===== config.mk =====
export PLATFORM = sky130hd
export DESIGN_NAME = ram32x3_ctrl
export DESIGN_NICKNAME = d
export VERILOG_FILES = /design/src/rtl/ram_ctrl_pkg.sv /design/src/rtl/ram32x3_ctrl_arb.sv /design/src/rtl/ram32x3port2.sv /design/src/rtl/ram32x3_ctrl.sv
export SDC_FILE = /design/constraint.sdc
export NUM_CORES = 1
export LEC_CHECK = 0
export CELL_PAD_IN_SITES_DETAIL_PLACEMENT = 0
export CELL_PAD_IN_SITES_GLOBAL_PLACEMENT = 1
export CORE_MARGIN = 4
export CORE_UTILIZATION = 35
export DETAILED_ROUTE_END_ITERATION = 7
export HOLD_SLACK_MARGIN = 0.05
export PLACE_DENSITY_LB_ADDON = 0.1
export SLEW_MARGIN = 20
export SYNTH_ARGS = -nofsm -noshare
export SYNTH_HDL_FRONTEND = slang
export SYNTH_HIERARCHICAL = 1
export SYNTH_SLANG_ARGS = --single-unit
export TNS_END_PERCENT = 5

===== constraint.sdc =====
create_clock -name clock -period 3.1 [get_ports clock]
set_input_delay 0.62 -clock clock [delete_from_list [all_inputs] [get_ports clock]]
set_output_delay 0.62 -clock clock [all_outputs]
set_load 0.05 [all_outputs]

===== src/rtl/ram_ctrl_pkg.sv =====
// Shared widths, FSM state encoding and read-pipeline entry type for the
// 32x3 RAM access controller.
package ram_ctrl_pkg;

    localparam int ADDR_W = 5;
    localparam int DATA_W = 3;
    localparam int DEPTH  = 32;

    typedef enum logic {S_INIT, S_SERVE} state_t;

    // 0 = requester A, 1 = requester B
    typedef logic req_id_t;

    typedef struct packed {
        logic              valid;
        req_id_t           id;
        logic              byp;
        logic [DATA_W-1:0] bdata;
    } rd_pipe_t;

endpackage


===== src/rtl/ram32x3_ctrl_arb.sv =====
// Two-way round-robin arbiter (module rr_arb2): one grant per cycle, the
// priority bit flips only when both sides compete, so the loser wins next time.
module rr_arb2 (
    input  logic       clk_i,
    input  logic       rst_ni,
    input  logic       en_i,
    input  logic [1:0] req_i,
    output logic [1:0] gnt_o
);

    logic pri_q;

    always_comb begin
        gnt_o = 2'b00;
        if (en_i) begin
            if (req_i == 2'b11) begin
                gnt_o = pri_q ? 2'b10 : 2'b01;
            end else begin
                gnt_o = req_i;
            end
        end
    end

    always_ff @(posedge clk_i) begin
        if (!rst_ni) begin
            pri_q <= 1'b0;
        end else if (en_i && (req_i == 2'b11)) begin
            pri_q <= ~pri_q;
        end
    end

endmodule


===== src/rtl/ram32x3port2.sv =====
// Behavioural model of the 32x3 dual-port RAM macro: one write port, one read
// port with registered address and registered output (2-cycle read latency).
module ram32x3port2
    import ram_ctrl_pkg::*;
(
    input  logic              clk_i,
    input  logic              we_i,
    input  logic [ADDR_W-1:0] waddr_i,
    input  logic [DATA_W-1:0] wdata_i,
    input  logic [ADDR_W-1:0] raddr_i,
    output logic [DATA_W-1:0] q_o
);

    logic [DATA_W-1:0] mem_q [DEPTH];
    logic [ADDR_W-1:0] addr_q;
    logic [DATA_W-1:0] q_q;

    always_ff @(posedge clk_i) begin
        if (we_i) begin
            mem_q[waddr_i] <= wdata_i;
        end
        addr_q <= raddr_i;
        q_q    <= mem_q[addr_q];
    end

    assign q_o = q_q;

endmodule


===== src/rtl/ram32x3_ctrl.sv =====
// Access controller for the 32x3 RAM: clears the RAM after reset/clr, then
// arbitrates A/B independently on the write and read ports.
module ram32x3_ctrl
    import ram_ctrl_pkg::*;
#(
    // The RAM macro latency is fixed at 2; RD_LAT must match it.
    parameter int                RD_LAT   = 2,
    parameter logic [DATA_W-1:0] INIT_VAL = '0
) (
    input  logic              clock,
    input  logic              reset,
    input  logic              clr,
    input  logic              a_req,
    input  logic              a_we,
    input  logic [ADDR_W-1:0] a_addr,
    input  logic [DATA_W-1:0] a_wdata,
    output logic              a_gnt,
    input  logic              b_req,
    input  logic              b_we,
    input  logic [ADDR_W-1:0] b_addr,
    input  logic [DATA_W-1:0] b_wdata,
    output logic              b_gnt,
    output logic              rd_valid,
    output logic [DATA_W-1:0] rd_data,
    output logic              rd_id,
    output logic              busy
);

    state_t            state_q;
    logic [ADDR_W-1:0] cnt_q;
    logic              busy_q;

    logic              serve;
    logic [1:0]        wr_req, rd_req, wr_gnt, rd_gnt;

    logic              ram_we;
    logic [ADDR_W-1:0] ram_waddr, ram_raddr;
    logic [DATA_W-1:0] ram_wdata, ram_q;
    logic              rd_fire, wr_fire, byp;

    rd_pipe_t          pipe_q [RD_LAT];

    // Grants are suppressed during reset, initialisation and the clr cycle itself.
    assign serve  = reset && (state_q == S_SERVE) && !clr;
    assign wr_req = {b_req & b_we,  a_req & a_we};
    assign rd_req = {b_req & ~b_we, a_req & ~a_we};

    rr_arb2 u_wr_arb (
        .clk_i (clock),
        .rst_ni(reset),
        .en_i  (serve),
        .req_i (wr_req),
        .gnt_o (wr_gnt)
    );

    rr_arb2 u_rd_arb (
        .clk_i (clock),
        .rst_ni(reset),
        .en_i  (serve),
        .req_i (rd_req),
        .gnt_o (rd_gnt)
    );

    assign a_gnt = wr_gnt[0] | rd_gnt[0];
    assign b_gnt = wr_gnt[1] | rd_gnt[1];

    always_comb begin
        ram_we    = 1'b0;
        ram_waddr = cnt_q;
        ram_wdata = INIT_VAL;
        if (state_q == S_INIT) begin
            ram_we = 1'b1;
        end else if (wr_gnt[1]) begin
            ram_we    = 1'b1;
            ram_waddr = b_addr;
            ram_wdata = b_wdata;
        end else if (wr_gnt[0]) begin
            ram_we    = 1'b1;
            ram_waddr = a_addr;
            ram_wdata = a_wdata;
        end
    end

    assign rd_fire   = |rd_gnt;
    assign wr_fire   = |wr_gnt;
    assign ram_raddr = rd_gnt[1] ? b_addr : a_addr;
    // Same-cycle write to the read address: return the fresh write data.
    assign byp       = rd_fire && wr_fire && (ram_waddr == ram_raddr);

    ram32x3port2 u_ram (
        .clk_i  (clock),
        .we_i   (ram_we),
        .waddr_i(ram_waddr),
        .wdata_i(ram_wdata),
        .raddr_i(ram_raddr),
        .q_o    (ram_q)
    );

    always_ff @(posedge clock) begin
        if (!reset) begin
            for (int i = 0; i < RD_LAT; i++) begin
                pipe_q[i] <= '0;
            end
        end else begin
            pipe_q[0] <= '{valid: rd_fire, id: rd_gnt[1], byp: byp, bdata: ram_wdata};
            for (int i = 1; i < RD_LAT; i++) begin
                pipe_q[i] <= pipe_q[i-1];
            end
        end
    end

    assign rd_valid = pipe_q[RD_LAT-1].valid;
    assign rd_id    = pipe_q[RD_LAT-1].id;
    assign rd_data  = !pipe_q[RD_LAT-1].valid ? '0 :
                      (pipe_q[RD_LAT-1].byp ? pipe_q[RD_LAT-1].bdata : ram_q);

    // clr is only honoured in S_SERVE; a clr during initialisation is ignored.
    always_ff @(posedge clock) begin
        if (!reset) begin
            state_q <= S_INIT;
            cnt_q   <= '0;
            busy_q  <= 1'b1;
        end else begin
            case (state_q)
                S_INIT: begin
                    cnt_q <= cnt_q + 1'b1;
                    if (cnt_q == ADDR_W'(DEPTH - 1)) begin
                        state_q <= S_SERVE;
                        busy_q  <= 1'b0;
                    end
                end
                S_SERVE: begin
                    if (clr) begin
                        state_q <= S_INIT;
                        cnt_q   <= '0;
                        busy_q  <= 1'b1;
                    end
                end
                default: begin
                    state_q <= S_INIT;
                    cnt_q   <= '0;
                    busy_q  <= 1'b1;
                end
            endcase
        end
    end

    assign busy = busy_q;

endmodule


Yosys cells after proc, flatten, opt, wreduce, memory -nomap -nowiden
Memories as Yosys holds them, arrays and structs flattened. A register that Yosys moved wholly into a read port is not among the register bits. Index checks and enable logic that the tools add are counted. Widths: inputs -> output; s select.

Bits in writable memories: 108. Register bits: 14. Bits of input ports: 23. Memories kept: 2. Word-level logic and storage cells: 70. Bits in latches: 0. ROM bits: 0.

Memories: u_ram.mem_q (words 32, bits a word 3, read ports 1, clocked after Yosys merged registers in 1, write ports 1, RTL line ram32x3port2.sv:14) `logic [DATA_W-1:0] mem_q [DEPTH];`; pipe_q (words 2, bits a word 6, read ports 2, clocked after Yosys merged registers in 0, write ports 2, RTL line ram32x3_ctrl.sv:41) `rd_pipe_t pipe_q [RD_LAT];`.

Mux-type cells: 32. Reductions and logical operators: 10. Equality and inequality tests: 6. Bitwise operators: 13. Div/mod/pow operators: 0. Add/subtract/negate cells: 1. Magnitude comparators: 0. Shifts and indexed selects: 0. Multiply operators: 0.

Operator list (count): $mux 5 (5); $mux 3 (5); $mux 2 (6); $mux 6 (2); $mux 1 (11); $pmux 5 s2 (1); $logic_and 1x1->1 (6); $add 5x1->5 const B (1); $eq 5x5->1 (1); $eq 5x5->1 const B (1); $not 1->1 (5); $and 1x1->1 (4); $eq 2x2->1 const B (2); $or 1x1->1 (4); $pmux 1 s2 (2); $reduce_or 2->1 (2); $ne 2x1->1 const B (1); $ne 2x2->1 const B (1); $reduce_and 2->1 (1); $logic_not 1->1 (1).

Longest topological paths before layout
Depth in word-level cells: 10. Mapped depth: 12. Depth with buffers taken out: 10.

Hierarchy
The synthesis kept the hierarchy.

Modules (own cells, without submodules): ram32x3port2 (instances 1, cells an instance 190, area each 4016.4 µm²); ram32x3_ctrl (instances 1, cells an instance 117, area each 1043.5 µm²); rr_arb2 (instances 2, cells an instance 10, area each 66.3 µm²).

Least setup slack after synthesis
OpenSTA, ideal clock, no wires.

Path kind: in2reg. From: input port clr. To: memory u_ram.mem_q[11][0], enable pin. Arrival: 2.812 ns. Slack: -0.031 ns. Path buffers: 1. Cell stages on the path: 10. Required time: 2.780 ns. Path through: nand2b_1 > nor2_1 > nand2_1 > a21oi_1 > buf_4 > nand2b_1 > o22ai_1 > a21oi_1 > or3b_2 > nor2_1.

Elaborated cells between the ends (all ways): 11. Those cells by class: 9 x mux; 2 x reduce/logical.

RTL lines: start: declaration (RTL line ram32x3_ctrl.sv:12) `input logic clr,`; $logic_not 1->1 (RTL line ram32x3_ctrl.sv:44) `assign serve = reset && (state_q == S_SERVE) && !clr;`; $logic_and 1x1->1 (RTL line ram32x3_ctrl.sv:44); net serve (RTL line ram32x3_ctrl.sv:33) `logic serve;`; $mux 2 (RTL line ram32x3_ctrl_arb.sv:15) `if (en_i) begin`; net wr_gnt[1] (RTL line ram32x3_ctrl.sv:34) `logic [1:0] wr_req, rd_req, wr_gnt, rd_gnt;`; $mux 5 (RTL line ram32x3_ctrl.sv:73) `end else if (wr_gnt[1]) begin`; $mux 5 (RTL line ram32x3_ctrl.sv:71) `if (state_q == S_INIT) begin`; net ram_waddr[3] (RTL line ram32x3_ctrl.sv:37) `logic [ADDR_W-1:0] ram_waddr, ram_raddr;`; end: declaration (RTL line ram32x3port2.sv:14).

The timed path passes the listed nets, and every way through them passes these cells.

Worst setup path after layout
From: input port clr. To: memory u_ram.mem_q[8][2], enable pin.

The elaborated chain is that of the path after synthesis.

==> qor.txt <==
crit path time final: 3.03 ns
cells along the critical path: clkdlybuf4s50_1, nand2b_1, nor2_1, nand2_1, a21oi_1, buf_4, nand2b_1, o22ai_1, a21oi_2, or3b_2, nor2_1
CTS tree: done
cell taking the most area after synthesis: edfxtp_1
period utilisation layout: 0.976
top cells by area, synth: edfxtp_1 56%, mux4_2 13%, dfxtp_1 11%
wire per inst: 19.3 um
ys flop type: edfxtp_1
drt first pass iters: 4
gpl congestion: 0.687
fraction of layout instances using a drive strength above 1: 0.303
hold path start: pipe_q[0][4]
Syn Nets: 352
WL final: 11500 um
Place WS: -0.463 ns
Die Span X: 130 um
Slew @ Worst Pin: 0.527 ns
Yosys top cell area share: 0.555
EDFF count, synth: 96
Starting DRT DRC Count: 161
cells after synthesis: 327
clock skew: 0.00686 ns
post-route setup TNS: 0 ns
slew margin rel.: 0.648
largest net degree at the start of global routing: 34
synthesized flop and latch total: 125
global route overflow: 0
Clock Sink Count: 125
Syn Std Cell Area: 5190 um^2
critical path peak fanout: 8
Area growth, synth to finish: 27.3%
Clock Path Buffers: 2
antenna cells: 0
Vias: 2930
VDD IR-drop max: 369 uV
RSZ-0062 raised after global routing: true
Clock Latency Late Sink: 0.41 ns
synthesized area per cell: 15.9 um^2
Pwr Total: 3.95 mW
Die H: 130 um
Final nets: 421
Slowest cell on crit path: or3b_2
buffers plus inverters on the worst setup path: 2
Synth Warn #: 6
Finished Core Util: 0.455
Min-Delay Path Class: reg -> reg
critical path type: in -> reg
port buffer count: 30
Worst Setup Start Kind: primary input
dpl hpwl: 7920 um
Crit Reg-Reg Startpoint: state_q
Final Hold Viols: 0
number of max-cap violations: 0
fraction of registers with async set or reset after synthesis: 0
Slew Viols, Final: 0
Die ar.: 16800 um^2
PwrDens: 598 nW/um^2
Num CTS Buffers: 17
CP max stage delay: 0.55 ns
hold path depth: 1
wire length of the first global-routing pass: 18400 um
length in cells of the worst reg-to-reg path: 10
Residual DRC: 0
Crit. Startpoint: clr
status: finished, final reports clean
CTS clk-pin slew, worst paths: 0.05 ns
Total GRT Usage: 0.150
final worst setup slack: 0.0732 ns
Starting Density: 0.357
fmax: 330 MHz
post-synth cell types: 40
Core Area: 14500 um^2
critical path depth: 11
cell family contributing the most delay on the critical path: simple AND/OR/NAND/NOR gates
final setup fails: 0
crit path DAT: 3.12 ns
hold_buf cts: 0
Final ANT Viol Nets: 0
Rows: 44
CTS Root Cell: clkbuf_16
CP required: 3.20 ns
crit path capture type: register
Pleak: 2.20 nW
post-CTS setup buffers: 0
number of global-route vias before repair: 3120
Ports: 31
Max H-tree Level: 4
sequential fraction of the synthesis area: 0.667
initial antenna violation count: 0
via/cell ratio: 4.94
## cells in the mapped netlist (4+ instances only)
library cell,n
a21oi_1,10
and2_1,12
clkbuf_1,7
dfxtp_1,29
edfxtp_1,96
inv_1,5
mux2_2,7
mux2i_1,5
mux4_2,29
nand2_1,14
nand2b_1,7
nand3_1,6
nand3b_1,7
nor2_1,43
nor2b_1,9
o22ai_1,4
xnor2_1,4
## worst register-to-register path: cells and delay by family (launching register included)
kind | cells | cell delay (ns)
buf+inv | 1 | 0.17
simple gates | 6 | 1.34
compound gates | 3 | 0.50
flops | 1 | 0.33
## through the flow
stage	cell area, um^2	hold slack [ns]	cells
2_1_floorplan	5200	0.412	327
3_3_place_gp	5980	0.418	561
3_5_place_dp	5980	0.422	561
4_1_cts	6560	0.435	593
5_1_grt	6610	0.454	593
6_report	6610	0.431	593
## cell families after synthesis
group                    count (synthesis)  synth area share
AO/OA/AOI/OAI                           24            0.0330
adder cells (fa/ha/maj)                  2           0.00482
multiplexers                            43             0.158
flip-flops                             125             0.667
AND/OR/NAND/NOR                        109             0.108
buffers and inverters                   18            0.0188
XOR/XNOR                                 6            0.0101
## path summary, 6_finish.rpt
check                 endpoint  slack, ns
min reg2reg      pipe_q[0][10]       0.43
max          u_ram/mem_q[8][2]       0.07
max reg2reg  u_ram/mem_q[8][2]       0.45
min              pipe_q[0][10]       0.43
## cells in the final DEF (no fill, tap or decap), types with 2 or more instances in the layout
master / count
nand3_1: 6
nand2_1: 14
clkinv_1: 4
a21oi_2: 2
clkbuf_16: 17
xnor2_1: 4
ha_1: 2
nor2b_2: 3
edfxtp_1: 96
and2_1: 12
a21oi_1: 7
buf_12: 6
buf_4: 29
inv_1: 5
nand2b_1: 7
mux4_2: 29
mux2_2: 7
o22ai_1: 4
dfxtp_1: 29
a22oi_1: 3
or2_2: 2
or3b_2: 2
bufinv_16: 3
clkinv_2: 4
nor2_1: 32
mux2i_1: 5
nor2_2: 10
nand3b_1: 7
xor2_1: 2
clkdlybuf4s50_1: 28
nor2b_1: 6
## timing repair
item / 4_1_cts / 5_1_grt
gates cloned: 0 / 0
resized for setup: 1 / 15
endpoints found under the hold margin: 0 / 0
endpoints found under the setup margin: 9 / 75
## registers in the layout (all words and copies together) (netlist names)
register,count
busy,1
u_ram/addr_q,5
cnt_q,5
u_rd_arb/pri_q,1
u_ram/mem_q,96
pipe_q,12
u_ram/q_o,3
u_wr_arb/pri_q,1
state_q,1
## report_power, final
part           leakage, nW  internal [mW]  switching (mW)
clock network        0.284           1.25           0.693
registers             1.10           1.81          0.0169
logic                0.810         0.0985          0.0912
total                 2.20           3.15           0.801
## area by class of cell
type / instances / area [um^2]
Inverter: 5 / 18.8
Fill cell: 1292 / 7930
Sequential cell: 125 / 3460
Clock buffer: 18 / 429
Clock inverter: 14 / 150
Tap cell: 184 / 230
Timing Repair Buffer: 63 / 618
Multi-Input combinational cell: 184 / 1700
## metal layers
| metal | up-vias | GRT usage | part of all wire |
|---|---|---|---|
| li1 | 1388 | - | - |
| met3 | 10 | 0.0426 | 0.034 |
| met1 | 1475 | 0.202 | 0.47 |
| met4 | 0 | 0.0495 | 0.010 |
| met5 | - | 0 | 0 |
| met2 | 57 | 0.237 | 0.49 |
Note: power is estimated with default switching activity, not from simulation.
